===== src/rtl/spi_shift_engine.sv =====
// SPI shift engine: pops TX FIFO words, shifts them MSB-first on mosi,
// samples miso and pushes the received words into the RX FIFO.
module spi_shift_engine #(
  parameter int M   = 32,
  parameter int NCS = 4
) (
  input  logic           clk,
  input  logic           reset,
  input  logic           enable,
  input  logic [4:0]     word_len,
  input  logic           cpol,
  input  logic           cpha,
  input  logic           cs_auto,
  input  logic [1:0]     cs_sel,
  input  logic [NCS-1:0] cs_manual_n,
  input  logic           half_tick,
  input  logic           tx_empty,
  input  logic [M-1:0]   tx_data,
  output logic           tx_pop,
  input  logic           rx_full,
  output logic [M-1:0]   rx_data,
  output logic           rx_push,
  output logic           rx_ovf,
  output logic           sclk,
  output logic           mosi,
  input  logic           miso,
  output logic [NCS-1:0] cs_n,
  output logic           busy
);

  typedef enum logic [1:0] {
    IDLE,
    SETUP,
    SHIFT,
    HOLD
  } state_t;

  state_t         state_q, state_d;
  logic [4:0]     cnt_q, cnt_d;
  logic           pha_q, pha_d;
  logic           lead_q, lead_d;
  logic [M-1:0]   tx_sh_q, tx_sh_d;
  logic [M-1:0]   rx_sh_q, rx_sh_d;
  logic [M-1:0]   rx_data_d;
  logic           tx_pop_d, rx_push_d, rx_ovf_d;
  logic           sclk_d, mosi_d, busy_d;
  logic [NCS-1:0] cs_n_d;
  logic           load;

  always_comb begin
    state_d   = state_q;
    cnt_d     = cnt_q;
    pha_d     = pha_q;
    lead_d    = lead_q;
    tx_sh_d   = tx_sh_q;
    rx_sh_d   = rx_sh_q;
    rx_data_d = rx_data;
    sclk_d    = sclk;
    mosi_d    = mosi;
    tx_pop_d  = 1'b0;
    rx_push_d = 1'b0;
    rx_ovf_d  = 1'b0;
    load      = 1'b0;

    unique case (state_q)
      IDLE: begin
        sclk_d = cpol;
        load   = enable && !tx_empty;
      end
      SETUP: begin
        if (half_tick) begin
          state_d = SHIFT;
          lead_d  = 1'b1;
        end
      end
      SHIFT: begin
        if (half_tick) begin
          sclk_d = ~sclk;
          lead_d = ~lead_q;
          if (lead_q) begin
            if (!pha_q) rx_sh_d = {rx_sh_q[M-2:0], miso};
            else        mosi_d  = tx_sh_q[cnt_q];
          end else begin
            if (pha_q) rx_sh_d = {rx_sh_q[M-2:0], miso};
            if (cnt_q != 5'd0) begin
              cnt_d = cnt_q - 5'd1;
              if (!pha_q) mosi_d = tx_sh_q[cnt_q-5'd1];
            end else begin
              state_d = HOLD;
              if (rx_full) begin
                rx_ovf_d = 1'b1;
              end else begin
                rx_push_d = 1'b1;
                rx_data_d = rx_sh_d;
              end
            end
          end
        end
      end
      HOLD: begin
        if (half_tick) begin
          if (enable && !tx_empty) load = 1'b1;
          else                     state_d = IDLE;
        end
      end
      default: state_d = IDLE;
    endcase

    // Word reload, shared by IDLE start and back-to-back HOLD
    if (load) begin
      tx_pop_d = 1'b1;
      tx_sh_d  = tx_data;
      mosi_d   = tx_data[word_len];
      cnt_d    = word_len;
      pha_d    = cpha;
      rx_sh_d  = '0;
      state_d  = SETUP;
    end

    if (!enable) begin
      state_d   = IDLE;
      sclk_d    = cpol;
      rx_push_d = 1'b0;
      rx_ovf_d  = 1'b0;
      rx_data_d = rx_data;
    end

    busy_d = (state_d != IDLE);
    if (!cs_auto)
      cs_n_d = cs_manual_n;
    else if (state_d == IDLE)
      cs_n_d = '1;
    else
      cs_n_d = ~(NCS'(1) << cs_sel);
  end

  always_ff @(posedge clk or negedge reset) begin
    if (!reset) begin
      state_q <= IDLE;
      cnt_q   <= '0;
      pha_q   <= 1'b0;
      lead_q  <= 1'b0;
      tx_sh_q <= '0;
      rx_sh_q <= '0;
      rx_data <= '0;
      tx_pop  <= 1'b0;
      rx_push <= 1'b0;
      rx_ovf  <= 1'b0;
      sclk    <= 1'b0;
      mosi    <= 1'b0;
      cs_n    <= '1;
      busy    <= 1'b0;
    end else begin
      state_q <= state_d;
      cnt_q   <= cnt_d;
      pha_q   <= pha_d;
      lead_q  <= lead_d;
      tx_sh_q <= tx_sh_d;
      rx_sh_q <= rx_sh_d;
      rx_data <= rx_data_d;
      tx_pop  <= tx_pop_d;
      rx_push <= rx_push_d;
      rx_ovf  <= rx_ovf_d;
      sclk    <= sclk_d;
      mosi    <= mosi_d;
      cs_n    <= cs_n_d;
      busy    <= busy_d;
    end
  end

endmodule


===== config.mk =====
export PLATFORM = sky130hd
export DESIGN_NAME = spi_shift_engine
export DESIGN_NICKNAME = d
export VERILOG_FILES = /design/src/rtl/spi_shift_engine.sv
export SDC_FILE = /design/constraint.sdc
export NUM_CORES = 1
export LEC_CHECK = 0
export CAP_MARGIN = 20
export CORE_MARGIN = 5
export CORE_UTILIZATION = 43
export CTS_CLUSTER_DIAMETER = 30
export DETAILED_ROUTE_END_ITERATION = 10
export PLACE_DENSITY = 0.78
export SYNTH_ARGS = -nofsm -noshare
export SYNTH_HDL_FRONTEND = slang
export SYNTH_SLANG_ARGS = --single-unit
export TNS_END_PERCENT = 5

===== constraint.sdc =====
create_clock -name clk -period 7.69 [get_ports clk]
set_clock_uncertainty 0.05 [all_clocks]
set_input_delay 1.538 -clock clk [delete_from_list [all_inputs] [get_ports clk]]
set_output_delay 1.538 -clock clk [all_outputs]
set_load 0.01 [all_outputs]

== Yosys cells after proc, flatten, opt, wreduce, memory -nomap -nowiden ==
Index checks and enable logic that the tools add are counted.
Storage, ports and cells
  bits in registers: 115
  bits in latches: 0
  memory bits (writable): 0
  memory bits (read-only): 0
  output and inout port bits: 42
  logic and storage cells: 109
  memories kept: 0
Cells by class
  add/subtract/negate cells: 1
  multipliers: 0
  divide/modulo/power cells: 0
  $lt $le $gt $ge: 3
  equal/unequal tests: 11
  shift-type cells: 1
  mux-type cells: 57
  bitwise operators: 5
  reduce and logical (&&, ||, !) cells: 17
Operators by type and width (count)
  2-to-1 mux 32 bit: 6
  2-to-1 mux 1 bit: 29
  2-to-1 mux 5 bit: 5
  < comparator 5 x 6 -> 1 bit, second input constant: 3
  2-to-1 mux 2 bit: 8
  binary-select mux 1 bit (select 5 bit): 3
  nonzero test 2 bit: 5
  2-to-1 mux 4 bit: 2
  inequality test 3 x 1 -> 1 bit, second input constant: 2
  inequality test 3 x 2 -> 1 bit, second input constant: 2
  one-hot mux 1 bit (2 select lines): 3
  one-hot mux 2 bit (3 select lines): 1
  AND reduction 3 bit: 2
  AND reduction 6 bit: 1
  AND reduction 5 bit: 1
  nonzero test 5 bit: 1
  subtractor 5 x 1 -> 5 bit, second input constant: 1
  == test 2 bit, second input constant: 2
  logical NOT 2 bit: 2
  inequality test 2 bit, second input constant: 2
  inverter 1 bit: 4
  inverter 4 bit: 1
  AND reduction 4 bit: 1
  left shift 1 x 2 -> 4 bit, first input constant: 1
  other kinds (7): 7

== Longest topological paths before layout ==
  depth after elaboration: 10
  depth in mapped cells: 12
  depth with buffers taken out: 9

== Least setup slack after synthesis ==
Ideal clock, no wire load.
  path kind: input to register
  start: in word_len[0]
  end: reg mosi
  arrival time: 2.845 ns
  setup slack: 4.669 ns
  stages: 7
  path buffers: 1
  cell sequence: buf_2 -> mux4_2 -> nand2b_1 -> o2bb2ai_1 -> nand2_1 -> nand4_1 -> o32a_1
On the way
  longest elaborated chain between the ends: 3
Ends and longest elaborated chain
  from (decl): line 10  | input logic [4:0] word_len,
  binary-select mux 1 bit (select 5 bit): line 113  | mosi_d = tx_data[word_len];
  2-to-1 mux 1 bit (implied by the code): line 113
  2-to-1 mux 1 bit: line 110  | if (load) begin
  to (signal assigned): line 165  | mosi <= mosi_d;
  to (decl): line 25  | output logic mosi,
No other way between the ends. The select of a mux whose other input is x is not followed.
A chain may end at the register's enable or synchronous reset.

== Final worst setup path ==
  start: in half_tick
  end: reg cnt_q[1]
On the way
  longest elaborated chain between the ends: 4
Ends and longest elaborated chain
  from (decl): line 16  | input logic half_tick,
  2-to-1 mux 1 bit: line 101  | if (half_tick) begin
  one-hot mux 1 bit (2 select lines): line 65  | unique case (state_q)
  inequality test 2 x 1 -> 1 bit (no line) or nonzero test 2 bit (tied branches)
  AND reduction 4 bit (no line)
  to (signal assigned): line 155  | cnt_q <= cnt_d;
  to (decl): line 39  | logic [4:0] cnt_q, cnt_d;
Several ways; a longest one is shown, not always the timed one.

==> results.md <==
* Status: completed
* CTS resizes at 0
* Layout cells sized above 1 at 9.93%
* GP Congestion at 0.818
* Hold depth at 2
* CTS tree: done
* Crit-path slowest cell: clkdlybuf4s50_1
* Worst setup path category: in -> reg
* Residual DRC count at 0
* CP top delay family: buffers and inverters
* Maximum clock rate at 260 MHz
* Data arrival, critical path at ~4 ns
* Total track usage at between 10% and 20%
* WL final at between 10,000 and 15,000 um
* R2R setup slack at 4.66 ns
* Synth Net Count at between 600 and 700
* WP data required at ~8 ns
* Die height at 128 um
* Die area at 16,400 sq um
* Final Slew Violations at 0
* Router iterations before antenna repair at 4
* CTS Sinks at between 100 and 150
* Synthesized area at approximately 6000 sq um
* Crit-path max cell delay at slightly above 0.6 ns
* CP dominant cell by count: buf_4
* Register area at 2880 sq um
* WL/cell at between 15 and 20 um
* Clock transition at the registers of the reported paths at 0.05 ns
* Crit-path cells: clkdlybuf4s50_1 > a21oi_1 > or3_1 > buf_4 > inv_2 > buf_4 > o21ai_0
* Setup bufs post-CTS at 0
* Setup repair after global routing missed its margin: false
* IO Pins at 95
* Synth top area share at 46.4%
* Crit path buf inv count at 4
* Post-CTS Hold Buffers at 0
* Register area share after synthesis at between 40% and 50%
* First-pass GRT wire length at around 23,000 um
* Number of global-route vias before repair at roughly 4,700
* Vias at roughly 4,800
* Fin nets at approximately 770
* Filler cells at 1,241
* HPWL Detailed at between 9000 and 10,000 um
* R2R cell count at 8
* Slew HR at 42.7%
* Final setup violation count at 0
* CTS root buffer: clkbuf_16
* Leakage at about 0.0033 uW
* Overflow after GRT at 0
* Vias per cell at ~5.3
* Total negative slack at 0 ns
* Hold WC Path Type: reg -> reg
* Antenna Diode Count at 0
* # Max-Cap Violations at 0
* Cell variety after synth at 55
* Synth async-reset ratio at 100%
* Worst-Margin Slew at about 0.86 ns
* Fin. Hold Viols at 0
* R2R Path End: mosi
* Post-synthesis sequential element count at ~120
* Initial core utilization at a little over two fifths
* Syn_area_per_cell at 9.38 sq um
* Longest Clk Path Bufs at 2
* Row count at between 40 and 50
* Post-synth EDFFs at 0
* Antenna violations before repair at 0
* CTS Buf Count at 17
* Tcrit/Tclk final at 49.9%
* Area growth, synth to finish at 26.6%
* Most common cell in the netlist: nand2_1
* CP Launch Type: input pin
* Port-buffer cells at 94
* Core area at ~14,000 sq um
* Pwr Density at approximately 250 nW/um^2
* Tmin final at around 3.8 ns
* Crit path launch: half_tick
* Worst-Skew Late Latency at around 0.42 ns
* Critical path endpoint category: register
* Synth warn at 0
* HP Start: tx_sh_q[23]
* Die W at roughly 130 um
* Htree depth at 4
* Worst r2r src: cnt_q[1]
* Max VDD drop at 0.149 mV
* Hold EP: tx_sh_q[23]
* Ys flop type: dfrtp_1
* Largest net degree at the start of global routing at 68
* Final Non-Filler Cells at about 900
* Syn Inst Count at 638
* Top post-synthesis cells by area: dfrtp_1, nand2_1, mux2i_1, a21oi_1, mux4_2
* List of most frequent post-synthesis cells: nand2_1, dfrtp_1, a21oi_1
* Antenna Nets Post-Route at 0
* Iter 0 DRT Violations at about 280
* Cell taking the most area after synthesis: dfrtp_1
* Crit-path max FO at 41
* Post-Place Cells at around 870
* Multi-input combinational cell area at roughly 2800 sq um
## sequential cells by signal, indices dropped and copies added (netlist names), 2 cells and up
| register | count |
|---|---|
| rx_data | 32 |
| cnt_q | 5 |
| tx_sh_q | 32 |
| state_q | 2 |
| rx_sh_q | 32 |
| cs_n | 4 |
## cell families after synthesis
family / count (synthesis) / share of synthesized area, %
AO/OA/AOI/OAI: 113 / 10.9
adder cells (fa/ha/maj): 6 / 1.25
flip-flops: 115 / 48.2
buffers and inverters: 59 / 4.58
XOR/XNOR: 10 / 1.46
multiplexers: 66 / 14.4
AND/OR/NAND/NOR: 269 / 19.2
## worst max-delay path by stage
stage	cells after the start	slack, ns	end
after floorplan	7	4.67	mosi
after CTS	8	3.87	tx_sh_q[12]
after global placement	7	3.47	cnt_q[0]
after detailed placement	7	3.43	cnt_q[2]
after global routing	7	3.70	cnt_q[1]
final	7	3.85	cnt_q[1]
## tightest hold or removal path, stage by stage, from the launching register on
cell and delay [ns]:
dfrtp_1 0.36, nand2_1 0.06, nand2_1 0.06
## metrics by stage
step	power, uW	setup slack [ns]	utilization [%]	area, sq um	hold WS (ns)
3_5_place_dp	1110	3.43	50.7	6990	0.435
3_3_place_gp	1100	3.47	50.7	6990	0.424
2_1_floorplan	993	4.67	-	5980	0.407
6_report	1880	3.85	55.0	7580	0.453
5_1_grt	1960	3.70	55.0	7580	0.477
4_1_cts	1890	3.87	55.0	7580	0.449
## power breakdown
part / switching (uW) / internal, uW
clock: 284 / 490
sequential: 69.7 / 660
combinational: 187 / 188
total: 541 / 1340
## layout make-up
| cell class | instances | area share, % |
|---|---|---|
| flip-flops and latches | 115 | 38.1 |
| multi-input cells | 464 | 37.4 |
| repair buffers | 102 | 13.2 |
| clock buffers | 19 | 5.98 |
| well taps | 180 | 2.97 |
| clock inverters | 13 | 1.78 |
| inverters | 12 | 0.594 |
## routing by layer
metal / vias to the layer above / global-route usage (%) / wire, um / part of all wire (%)
li1: 2332 / - / - / -
met2: 138 / 26.4 / 6640 / 47
met5: - / 0 / 0 / 0
met3: 17 / 5.38 / 825 / 5.9
met4: 0 / 6.12 / 214 / 1.5
met1: 2301 / 24.3 / 6390 / 45
## placed cells by master (no fill, tap or decap), types with 2 or more instances in the layout
cell and count:
nand2_1 181, dfrtp_1 110, clkdlybuf4s50_1 93, a21oi_1 72, mux2i_1 49, nor2_1 45, clkbuf_16 17, mux4_2 16
o21ai_0 14, inv_1 11, buf_4 9, nand2b_1 7, xor2_1 7, ha_1 6, nand3_1 5, clkinvlp_4 5
nor2b_1 4, nand4_1 4, clkinv_2 4, dfstp_2 4, a31oi_1 3, and3_1 3, nor3b_1 3, xnor2_1 3
or3_1 2, a211oi_1 2, o22a_1 2, nor3_1 2, a22oi_1 2, o22ai_1 2, o2111ai_1 2, nand3b_1 2
o2bb2ai_1 2, clkinv_4 2, bufinv_16 2, clkbuf_8 2
No activity file was read; power rests on OpenSTA's default activity.
